<file path="src/rtl/des_f_pipe.sv">
// Two-stage pipelined DES Feistel f-function: E-expansion/key-mix, then S-boxes and P.
// Valid/ready handshake with a sideband tag carried alongside each operation.

module des_sbox #(
  parameter logic [255:0] TBL = 256'h0
) (
  input  logic [5:0] index,
  output logic [3:0] sub_val
);
  logic [7:0] bit_pos_s;

  // Row is the outer bit pair, column the middle four; row 0 column 0 is the top nibble.
  always_comb begin
    bit_pos_s = 8'd255 - {index[5], index[0], index[4:1], 2'b00};
    sub_val   = TBL[bit_pos_s -: 4];
  end
endmodule

module des_f_pipe #(
  parameter int TAG_W = 4
) (
  input  logic             clk,
  input  logic             rst,
  input  logic             in_valid,
  output logic             in_ready,
  input  logic [31:0]      in_r,
  input  logic [47:0]      in_key,
  input  logic [TAG_W-1:0] in_tag,
  output logic             out_valid,
  input  logic             out_ready,
  output logic [31:0]      out_f,
  output logic [TAG_W-1:0] out_tag
);
  // P table entries stored as (DES bit - 1), first entry in the top five bits.
  localparam logic [159:0] P_TBL = {
    5'd15, 5'd6,  5'd19, 5'd20, 5'd28, 5'd11, 5'd27, 5'd16,
    5'd0,  5'd14, 5'd22, 5'd25, 5'd4,  5'd17, 5'd30, 5'd9,
    5'd1,  5'd7,  5'd23, 5'd13, 5'd31, 5'd26, 5'd2,  5'd8,
    5'd18, 5'd12, 5'd29, 5'd5,  5'd21, 5'd10, 5'd3,  5'd24
  };

  logic             s1_valid_r, s2_valid_r;
  logic [47:0]      s1_x_r;
  logic [TAG_W-1:0] s1_tag_r, s2_tag_r;
  logic [31:0]      s2_f_r;
  logic [47:0]      e_s;
  logic [31:0]      s_cat_s, p_s;
  logic             s2_load_s, s1_adv_s, in_xfer_s;

  // Handshake: stage 2 frees when empty or draining; stage 1 frees when empty or advancing.
  always_comb begin
    s2_load_s = !s2_valid_r || out_ready;
    s1_adv_s  = s1_valid_r && s2_load_s;
    in_ready  = !s1_valid_r || s2_load_s;
    in_xfer_s = in_valid && in_ready;
  end

  // E expansion: output block b takes R bits 4b..4b+5 (DES numbering, wrapping at 32).
  always_comb begin
    e_s = 48'h0;
    for (int b = 0; b < 8; b++) begin
      for (int p = 0; p < 6; p++) begin
        e_s[47 - 6*b - p] = in_r[31 - ((4*b + p + 31) % 32)];
      end
    end
  end

  des_sbox #(.TBL(256'hE4D12FB83A6C5907_0F74E2D1A6CB9538_41E8D62BFC973A50_FC8249175B3EA06D))
    s_box_1 (.index(s1_x_r[47:42]), .sub_val(s_cat_s[31:28]));
  des_sbox #(.TBL(256'hF18E6B34972DC05A_3D47F28EC01A69B5_0E7BA4D158C6932F_D8A13F42B67C05E9))
    s_box_2 (.index(s1_x_r[41:36]), .sub_val(s_cat_s[27:24]));
  des_sbox #(.TBL(256'hA09E63F51DC7B428_D709346A285ECBF1_D6498F30B12C5AE7_1AD069874FE3B52C))
    s_box_3 (.index(s1_x_r[35:30]), .sub_val(s_cat_s[23:20]));
  des_sbox #(.TBL(256'h7DE3069A1285BC4F_D8B56F03472C1AE9_A690CB7DF13E5284_3F06A1D8945BC72E))
    s_box_4 (.index(s1_x_r[29:24]), .sub_val(s_cat_s[19:16]));
  des_sbox #(.TBL(256'h2C417AB6853FD0E9_EB2C47D150FA3986_421BAD78F9C5630E_B8C71E2D6F09A453))
    s_box_5 (.index(s1_x_r[23:18]), .sub_val(s_cat_s[15:12]));
  des_sbox #(.TBL(256'hC1AF92680D34E75B_AF427C9561DE0B38_9EF528C3704A1DB6_432C95FABE17608D))
    s_box_6 (.index(s1_x_r[17:12]), .sub_val(s_cat_s[11:8]));
  des_sbox #(.TBL(256'h4B2EF08D3C975A61_D0B7491AE35C2F86_14BDC37EAF680592_6BD814A7950FE23C))
    s_box_7 (.index(s1_x_r[11:6]),  .sub_val(s_cat_s[7:4]));
  des_sbox #(.TBL(256'hD2846FB1A93E50C7_1FD8A374C56B0E92_7B419CE206ADF358_21E74A8DFC90356B))
    s_box_8 (.index(s1_x_r[5:0]),   .sub_val(s_cat_s[3:0]));

  // P permutation of the concatenated S-box outputs.
  always_comb begin
    p_s = 32'h0;
    for (int i = 0; i < 32; i++) begin
      p_s[31 - i] = s_cat_s[5'd31 - P_TBL[159 - 5*i -: 5]];
    end
  end

  // Pipeline registers; data and tags load only when their stage actually takes an operation.
  always_ff @(posedge clk) begin
    if (rst) begin
      s1_valid_r <= 1'b0;
      s2_valid_r <= 1'b0;
      s1_x_r     <= 48'h0;
      s1_tag_r   <= '0;
      s2_f_r     <= 32'h0;
      s2_tag_r   <= '0;
    end else begin
      if (s2_load_s) begin
        s2_valid_r <= s1_valid_r;
      end
      if (s1_adv_s) begin
        s2_f_r   <= p_s;
        s2_tag_r <= s1_tag_r;
      end
      if (in_xfer_s) begin
        s1_valid_r <= 1'b1;
        s1_x_r     <= e_s ^ in_key;
        s1_tag_r   <= in_tag;
      end else if (s1_adv_s) begin
        s1_valid_r <= 1'b0;
      end
    end
  end

  assign out_valid = s2_valid_r;
  assign out_f     = s2_f_r;
  assign out_tag   = s2_tag_r;
endmodule

</file>
<file path="config.mk">
export PLATFORM = sky130hd
export DESIGN_NAME = des_f_pipe
export DESIGN_NICKNAME = d
export VERILOG_FILES = /design/src/rtl/des_f_pipe.sv
export SDC_FILE = /design/constraint.sdc
export NUM_CORES = 1
export LEC_CHECK = 0
export ABC_CLOCK_PERIOD_IN_PS = 6940
export BUFFER_PORTS_ARGS = -buffer_cell sky130_fd_sc_hd__buf_2
export CAP_MARGIN = 0
export CELL_PAD_IN_SITES_DETAIL_PLACEMENT = 0
export CELL_PAD_IN_SITES_GLOBAL_PLACEMENT = 2
export CORE_MARGIN = 2
export CORE_UTILIZATION = 37
export CTS_BUF_LIST = sky130_fd_sc_hd__clkbuf_2
export DETAILED_ROUTE_END_ITERATION = 7
export GPL_TIMING_DRIVEN = 0
export PLACE_DENSITY_LB_ADDON = 0.1
export SLEW_MARGIN = 20
export SYNTH_ARGS = -nofsm -noshare
export SYNTH_HDL_FRONTEND = slang
export SYNTH_SLANG_ARGS = --single-unit
</file>
<file path="constraint.sdc">
create_clock -name clk -period 6.94 [get_ports clk]
set_input_delay 0.347 -clock clk [delete_from_list [all_inputs] [get_ports clk]]
set_output_delay 0.347 -clock clk [all_outputs]
set_load 0.005 [all_outputs]
</file>
==> results of run 1 <==
[layout by cell type (no fill, tap or decap), drive strengths merged, types with 5 or more instances in the layout]
cell         count
clkbuf          66
nor2           109
xor2            11
dlygate4sd3     88
o221ai           5
mux4            18
xnor2           66
a21o            10
buf            164
ha              63
o31ai            5
o311ai          12
nand2           71
nor3b            6
a31oi           10
o211ai          11
nor2b           23
dfxtp           90
or3              5
o21ai           57
nand3           14
inv             47
mux2            11
a211oi          65
o2111ai          6
clkinv           5
a311oi           7
o22ai            6
nor3            11
nor4             6
nand2b          16
a21oi           65
o31a             6
or2              5
o21a             6
mux2i           27
[Yosys cell counts (14+ instances only)]
| master | n | area (um2) |
|---|---|---|
| a211oi_1 | 65 | 488 |
| a21oi_1 | 65 | 325 |
| buf_2 | 29 | 145 |
| clkbuf_1 | 57 | 214 |
| dfxtp_1 | 90 | 1800 |
| ha_1 | 63 | 788 |
| inv_1 | 45 | 169 |
| mux2i_1 | 27 | 270 |
| mux4_2 | 18 | 405 |
| nand2_1 | 71 | 267 |
| nand2b_1 | 16 | 100 |
| nand3_1 | 14 | 70.1 |
| nor2_1 | 109 | 409 |
| nor2b_1 | 23 | 144 |
| o21ai_0 | 54 | 270 |
| xnor2_1 | 66 | 578 |
[critical path, stage by stage (launching register included)]
cell       delay [ns]
dfxtp_1          0.46
clkbuf_1         0.42
inv_1            0.22
ha_1             0.32
clkbuf_1         0.33
nor2b_1          0.37
mux2i_1          0.13
a2bb2oi_1        0.14
a31oi_1          0.39
o21ai_1          0.09
[per-layer routing]
layer	vias up	wire length (um)	global-route usage
li1	4121	-	-
met1	3897	12400	0.308
met2	195	12000	0.368
met3	28	1070	0.0284
met4	0	535	0.0694
met5	-	0	0
[kinds of logic after synthesis]
logic type | after synthesis | synth area share
AND/OR/NAND/NOR | 280 | 0.160
AO/OA/AOI/OAI | 312 | 0.264
buffers and inverters | 144 | 0.0719
multiplexers | 56 | 0.0995
adder cells (fa/ha/maj) | 63 | 0.0976
XOR/XNOR | 77 | 0.0835
flip-flops | 90 | 0.223
[through the flow]
step / cell area (um2) / setup WS [ns] / power [mW] / instances
floorplan: 8070 / 4.54 / 1.05 / 1022
global placement: 9040 / 3.97 / 1.24 / 1426
detailed placement: 9050 / 4.05 / 1.24 / 1426
CTS: 10000 / 4.00 / 1.56 / 1529
global route: 10000 / 3.69 / 1.67 / 1531
finish: 10000 / 3.99 / 1.55 / 1531
[sequential cells by signal, summed over array words and instances, names as in the netlist]
register    flops
s1_tag_r        4
out_tag         4
s1_valid_r      1
out_valid       1
out_f          32
s1_x_r         48
[cell type report]
class | instances | area share
flip-flops and latches | 90 | 0.180
multi-input cells | 788 | 0.568
clock inverters | 7 | 0.00536
clock buffers | 9 | 0.00449
plain buffers | 97 | 0.0403
inverters | 47 | 0.0176
diodes | 1 | 0.000250
repair buffers | 212 | 0.150
well taps | 280 | 0.0349
[power by group through the flow]
stage          Combinational, mW  Clock, mW  Sequential, mW
2_1_floorplan              0.453          0           0.600
3_5_place_dp               0.625          0           0.612
4_1_cts                    0.681      0.277           0.602
3_3_place_gp               0.632          0           0.612
6_report                   0.686      0.261           0.602
5_1_grt                    0.762      0.296           0.610
[how the worst max path moves through the flow]
stage / from / to / cells after the start
after floorplan: s1_x_r[20] / out_f[29] / 7
after global placement: s1_x_r[20] / out_f[7] / 9
after detailed placement: s1_x_r[20] / out_f[7] / 9
after CTS: s1_x_r[20] / out_f[7] / 9
after global routing: s1_x_r[20] / out_f[7] / 9
final: s1_x_r[20] / out_f[7] / 9
==> metrics.md, run 1 <==
| Metric | Value |
|---|---|
| Worst r2r dst | `out_f[7]` |
| FP Rows | `54` |
| R2r worst-path depth | `9` |
| Max-cap violations | `0` |
| Gr usage total | `0.225` |
| Dpl hpwl | `18600 um` |
| Worst Setup End Kind | `flop` |
| Asr flop ratio synth | `0` |
| Primary FF master, synth | `dfxtp_1` |
| Synthesized area | `8070 um2` |
| Worst-skew pair later-pin latency | `0.63 ns` |
| Peak supply drop | `0.0684 mV` |
| Cell-internal power | `0.929 mW` |
| Crit path arrival time | `3.46 ns` |
| Cell variety after synth | `72` |
| Via density | `5.38` |
| Post-synth EDFFs | `0` |
| Startpoint Class | `flop` |
| Sequential Area | `1800 um2` |
| Util after Layout | `0.464` |
| Share of layout cells above drive strength 1 | `0.162` |
| Status | `finished, final reports clean` |
| Die Y | `152 um` |
| Final Hold Vio Count | `0` |
| Core Region | `21600 um2` |
| CTS tree | `done` |
| Post-route ant nets | `0` |
| Post-CTS Setup Repair Bufs | `0` |
| Clock sinks | `90` |
| Hold path depth | `3` |
| Total Wirelength | `26000 um` |
| FF-to-FF Start | `s1_x_r[20]` |
| Detailed Route Iter0 Violations | `403` |
| Area growth from synthesis to layout | `24.2%` |
| Die ar. | `23000 um2` |
| Vias | `8241` |
| Hold Crit Endpoint | `s1_x_r[18]` |
| Required @ worst endpoint | `7.45 ns` |
| Final Critical Period | `2.95 ns` |
| Residual DRC | `0` |
| Max-slew violation count | `0` |
| RSZ-0062 raised after global routing | `no` |
| IO Pins | `126` |
| #FFs+latches synth | `90` |
| Initial Util | `0.373` |
| Fmax | `339 MHz` |
| Total CTS buffers | `9` |
| Switching pwr | `0.620 mW` |
| First-pass GRT wire length | `40800 um` |
| Setup TNS | `0 ns` |
| Peak fanout along the critical path | `10` |
| Critical path class | `reg2reg` |
| Combinational share of power | `0.443` |
| Vias in the first global route | `7777` |
| Initial antenna violation count | `1` |
| Die X | `152 um` |
| Min-delay src | `in_r[11]` |
| Sw frac | `0.400` |
| Syn_nets | `1173` |
| Clock transition at path regs | `0.29 ns` |
| Final Wtd Congestion | `0.882` |
| Synth Warn # | `0` |
| Fin nets | `1396` |
| CTS Hold Buffers Added | `87` |
| PostCTS Resize Cnt | `0` |
| PD cells | `154 nW/um2` |
| CTS max path bufs | `2` |
| Count of input and output buffers | `124` |
| WHS | `0.0626 ns` |
| Pre-Repair DR Iteration Count | `8` |
| Share of power burned in registers | `0.389` |
| Seq/Total Area, Yosys | `0.223` |
| Syn_area_per_cell | `7.90 um2` |
| Final setup skew | `0.0468 ns` |
| Post-Syn Instances | `1022` |
| Routed WL per cell | `17.0 um` |
| Setup violations, final | `0` |
| Grt ovf | `0` |
| Part of the cycle the worst path needs | `0.425` |
| # H-tree levels | `3` |
| CTS root buffer | `clkbuf_2` |
| Slew @ Worst Pin | `1.16 ns` |
| P_leak | `4.00 nW` |
| Multi-input logic area | `5690 um2` |
| Reg2reg setup slack | `3.99 ns` |
| Largest net degree at the start of global routing | `17` |
| Fillers | `2247` |
| Worst Hold Class | `in2reg` |
| Slew headroom | `0.228` |
| Clock power share | `0.169` |
Note: power is estimated with default switching activity, not from simulation.
==> run 2: changes to the inputs <==
--- a/config.mk
+++ b/config.mk
@@ -5,13 +5,13 @@
 export SDC_FILE = /design/constraint.sdc
 export NUM_CORES = 1
 export LEC_CHECK = 0
-export ABC_CLOCK_PERIOD_IN_PS = 6940
+export ABC_CLOCK_PERIOD_IN_PS = 2400
 export BUFFER_PORTS_ARGS = -buffer_cell sky130_fd_sc_hd__buf_2
 export CAP_MARGIN = 0
 export CELL_PAD_IN_SITES_DETAIL_PLACEMENT = 0
 export CELL_PAD_IN_SITES_GLOBAL_PLACEMENT = 2
 export CORE_MARGIN = 2
-export CORE_UTILIZATION = 37
+export CORE_UTILIZATION = 31
 export CTS_BUF_LIST = sky130_fd_sc_hd__clkbuf_2
 export DETAILED_ROUTE_END_ITERATION = 7
 export GPL_TIMING_DRIVEN = 0
==> constraint.sdc (replaced) <==
create_clock -name clk -period 2.4 [get_ports clk]
set_input_delay 0.12 -clock clk [delete_from_list [all_inputs] [get_ports clk]]
set_output_delay 0.12 -clock clk [all_outputs]
set_load 0.005 [all_outputs]
==> metrics.md, run 2 (synthesis results as in run 1) <==
| Metric | Value |
|---|---|
| Pre-Repair DR Iteration Count | `5 (-3)` |
| Util after Layout | `0.401 (-0.0631)` |
| CTS root buffer | `clkbuf_2` |
| WHS | `0.195 ns (+0.133 ns)` |
| Via density | `5.17 (-3.9%)` |
| # H-tree levels | `3 (unchanged)` |
| Part of the cycle the worst path needs | `0.963 (+0.537)` |
| Die Y | `165 um (+9.0%)` |
| Total Wirelength | `27400 um (+5.3%)` |
| Clock transition at path regs | `0.29 ns (about the same)` |
| Dpl cells | `1481 (+3.9%)` |
| Final Hold Vio Count | `0 (unchanged)` |
| R2r worst-path depth | `8 (-1)` |
| Final Wtd Congestion | `0.877 (-0.54%)` |
| Worst r2r dst | `out_f[2]` |
| Routed WL per cell | `17.1 um (+0.96%)` |
| Post-Layout Cell Count | `1597 (+4.3%)` |
| Dpl hpwl | `19800 um (+6.4%)` |
| Slew headroom | `0.455 (+0.228)` |
| Slew @ Worst Pin | `0.817 ns (-0.341 ns)` |
| Multi-input logic area | `5740 um2 (+0.84%)` |
| FP Rows | `59 (+9.3%)` |
| RSZ-0062 raised after global routing | `no` |
| Final Critical Period | `2.31 ns (-0.642 ns)` |
| Final setup skew | `0.0468 ns (+0.0000901 ns)` |
| Post-route ant nets | `0 (unchanged)` |
| Worst-skew pair later-pin latency | `0.62 ns (about the same)` |
| PD cells | `445 nW/um2 (+190%)` |
| Clock sinks | `90 (unchanged)` |
| Hold Crit Endpoint | `s1_x_r[18]` |
| P_leak | `4.11 nW (+2.8%)` |
| DP Worst Slack | `-0.388 ns (-4.44 ns)` |
| Grt ovf | `0 (unchanged)` |
| Status | `finished, final reports clean` |
| Hold path depth | `3 (unchanged)` |
| Initial Util | `0.312 (-0.0609)` |
| Crit path arrival time | `2.85 ns (-0.61 ns)` |
| Share of layout cells above drive strength 1 | `0.187 (+0.0249)` |
| Peak supply drop | `0.252 mV (+270%)` |
| First-pass GRT wire length | `43000 um (+5.4%)` |
| Startpoint Class | `flop` |
| CTS tree | `done` |
| Sequential Area | `1840 um2 (+2.2%)` |
| Area growth from synthesis to layout | `28.3%` |
| Peak fanout along the critical path | `8 (-2)` |
| Die ar. | `27400 um2 (+19%)` |
| Gr usage total | `0.200 (-0.0243)` |
| Required @ worst endpoint | `2.94 ns (-4.51 ns)` |
| Residual DRC | `0 (unchanged)` |
| Total CTS buffers | `9 (unchanged)` |
| Setup ws final | `0.0899 ns (-3.90 ns)` |
| Fmax | `433 MHz (+28%)` |
| Critical path class | `reg2reg` |
| FF-to-FF Start | `s1_x_r[32]` |
| Worst Hold Class | `in2reg` |
| Count of input and output buffers | `124 (unchanged)` |
| Fin nets | `1407 (+0.79%)` |
| Max-slew violation count | `0 (unchanged)` |
| Vias in the first global route | `7875 (+1.3%)` |
| Vias | `8260 (+0.23%)` |
| Number of flip-flops in the largest register | `48 (unchanged)` |
| Core Region | `25800 um2 (+20%)` |
| Setup TNS | `0 ns (unchanged)` |
| Largest net degree at the start of global routing | `14 (-3)` |
| Top reg by flops | `s1_x_r` |
| Setup violations, final | `0 (unchanged)` |
| Detailed Route Iter0 Violations | `512 (+27%)` |
| Reg2reg setup slack | `0.09 ns (-3.90 ns)` |
| Min-delay src | `rst` |
| Max-cap violations | `0 (unchanged)` |
| Commonest non-fill, non-tap cell in the layout | `buf_2` |
| CTS max path bufs | `2 (unchanged)` |
| Commonest non-fill, non-tap cells in the layout | `buf_2 (152), nor2_1 (107), dlygate4sd3_1 (103), dfxtp_1 (75), nand2_1 (71)` |
| Die X | `165 um (+9.0%)` |
| IO Pins | `126 (unchanged)` |
| Fillers | `2718 (+21%)` |
| Initial antenna violation count | `1 (unchanged)` |
| Worst Setup End Kind | `flop` |
==> run 2: repair_timing <==
action                                 4_1_cts  5_1_grt
buffers inserted                             0        4
endpoints found under the hold margin       54        0
hold buffers                               103        0
gates resized for setup                     29       21
setup endpoints to repair                   27       23
cloned                                       0        0
==> run 2: how the worst max path moves through the flow <==
stage	to	start	slack (ns)
after global placement	out_f[9]	s1_x_r[43]	-0.41
after floorplan	out_f[3]	s1_x_r[13]	0.11
after CTS	out_f[12]	s1_x_r[26]	0.02
after global routing	out_f[29]	s1_x_r[20]	0.00001
final	out_f[2]	s1_x_r[32]	0.09
after detailed placement	out_f[3]	s1_x_r[13]	-0.39
==> run 2: report_power, final <==
group          switching, mW  total [mW]  internal, mW
Combinational           1.06        2.04         0.975
Sequential             0.137        1.76          1.62
Clock                  0.575       0.819         0.244
==> run 2: metal layers <==
layer  wire [um]  vias up  track usage
li1            -     4149            -
met2       13100      155        0.337
met1       13100     3944        0.277
met5           0        -            0
met3         901       12       0.0280
met4         274        0       0.0337
==> run 2: through the flow <==
| step | total power [mW] | area (um2) |
|---|---|---|
| after global placement | 3.63 | 9110 |
| after detailed placement | 3.60 | 9120 |
| after floorplan | 3.05 | 8080 |
| after CTS | 4.64 | 10300 |
| final | 4.61 | 10400 |
| after global routing | 4.96 | 10400 |
==> run 2: critical path, stage by stage (launching register included) <==
cell and delay [ns]:
dfxtp_1 0.43, clkbuf_2 0.24, inv_1 0.15, ha_2 0.42
nor2_1 0.10, a21o_1 0.16, mux4_2 0.45, o21ai_1 0.21
a21oi_1 0.09
==> run 2: layout make-up <==
cell class | instances | area share
Sequential cell | 90 | 0.178
Antenna cell | 2 | 0.000483
Clock inverter | 3 | 0.00399
Buffer | 89 | 0.0376
Inverter | 47 | 0.0170
Multi-Input combinational cell | 788 | 0.554
Tap cell | 335 | 0.0405
Clock buffer | 12 | 0.00580
Timing Repair Buffer | 231 | 0.162
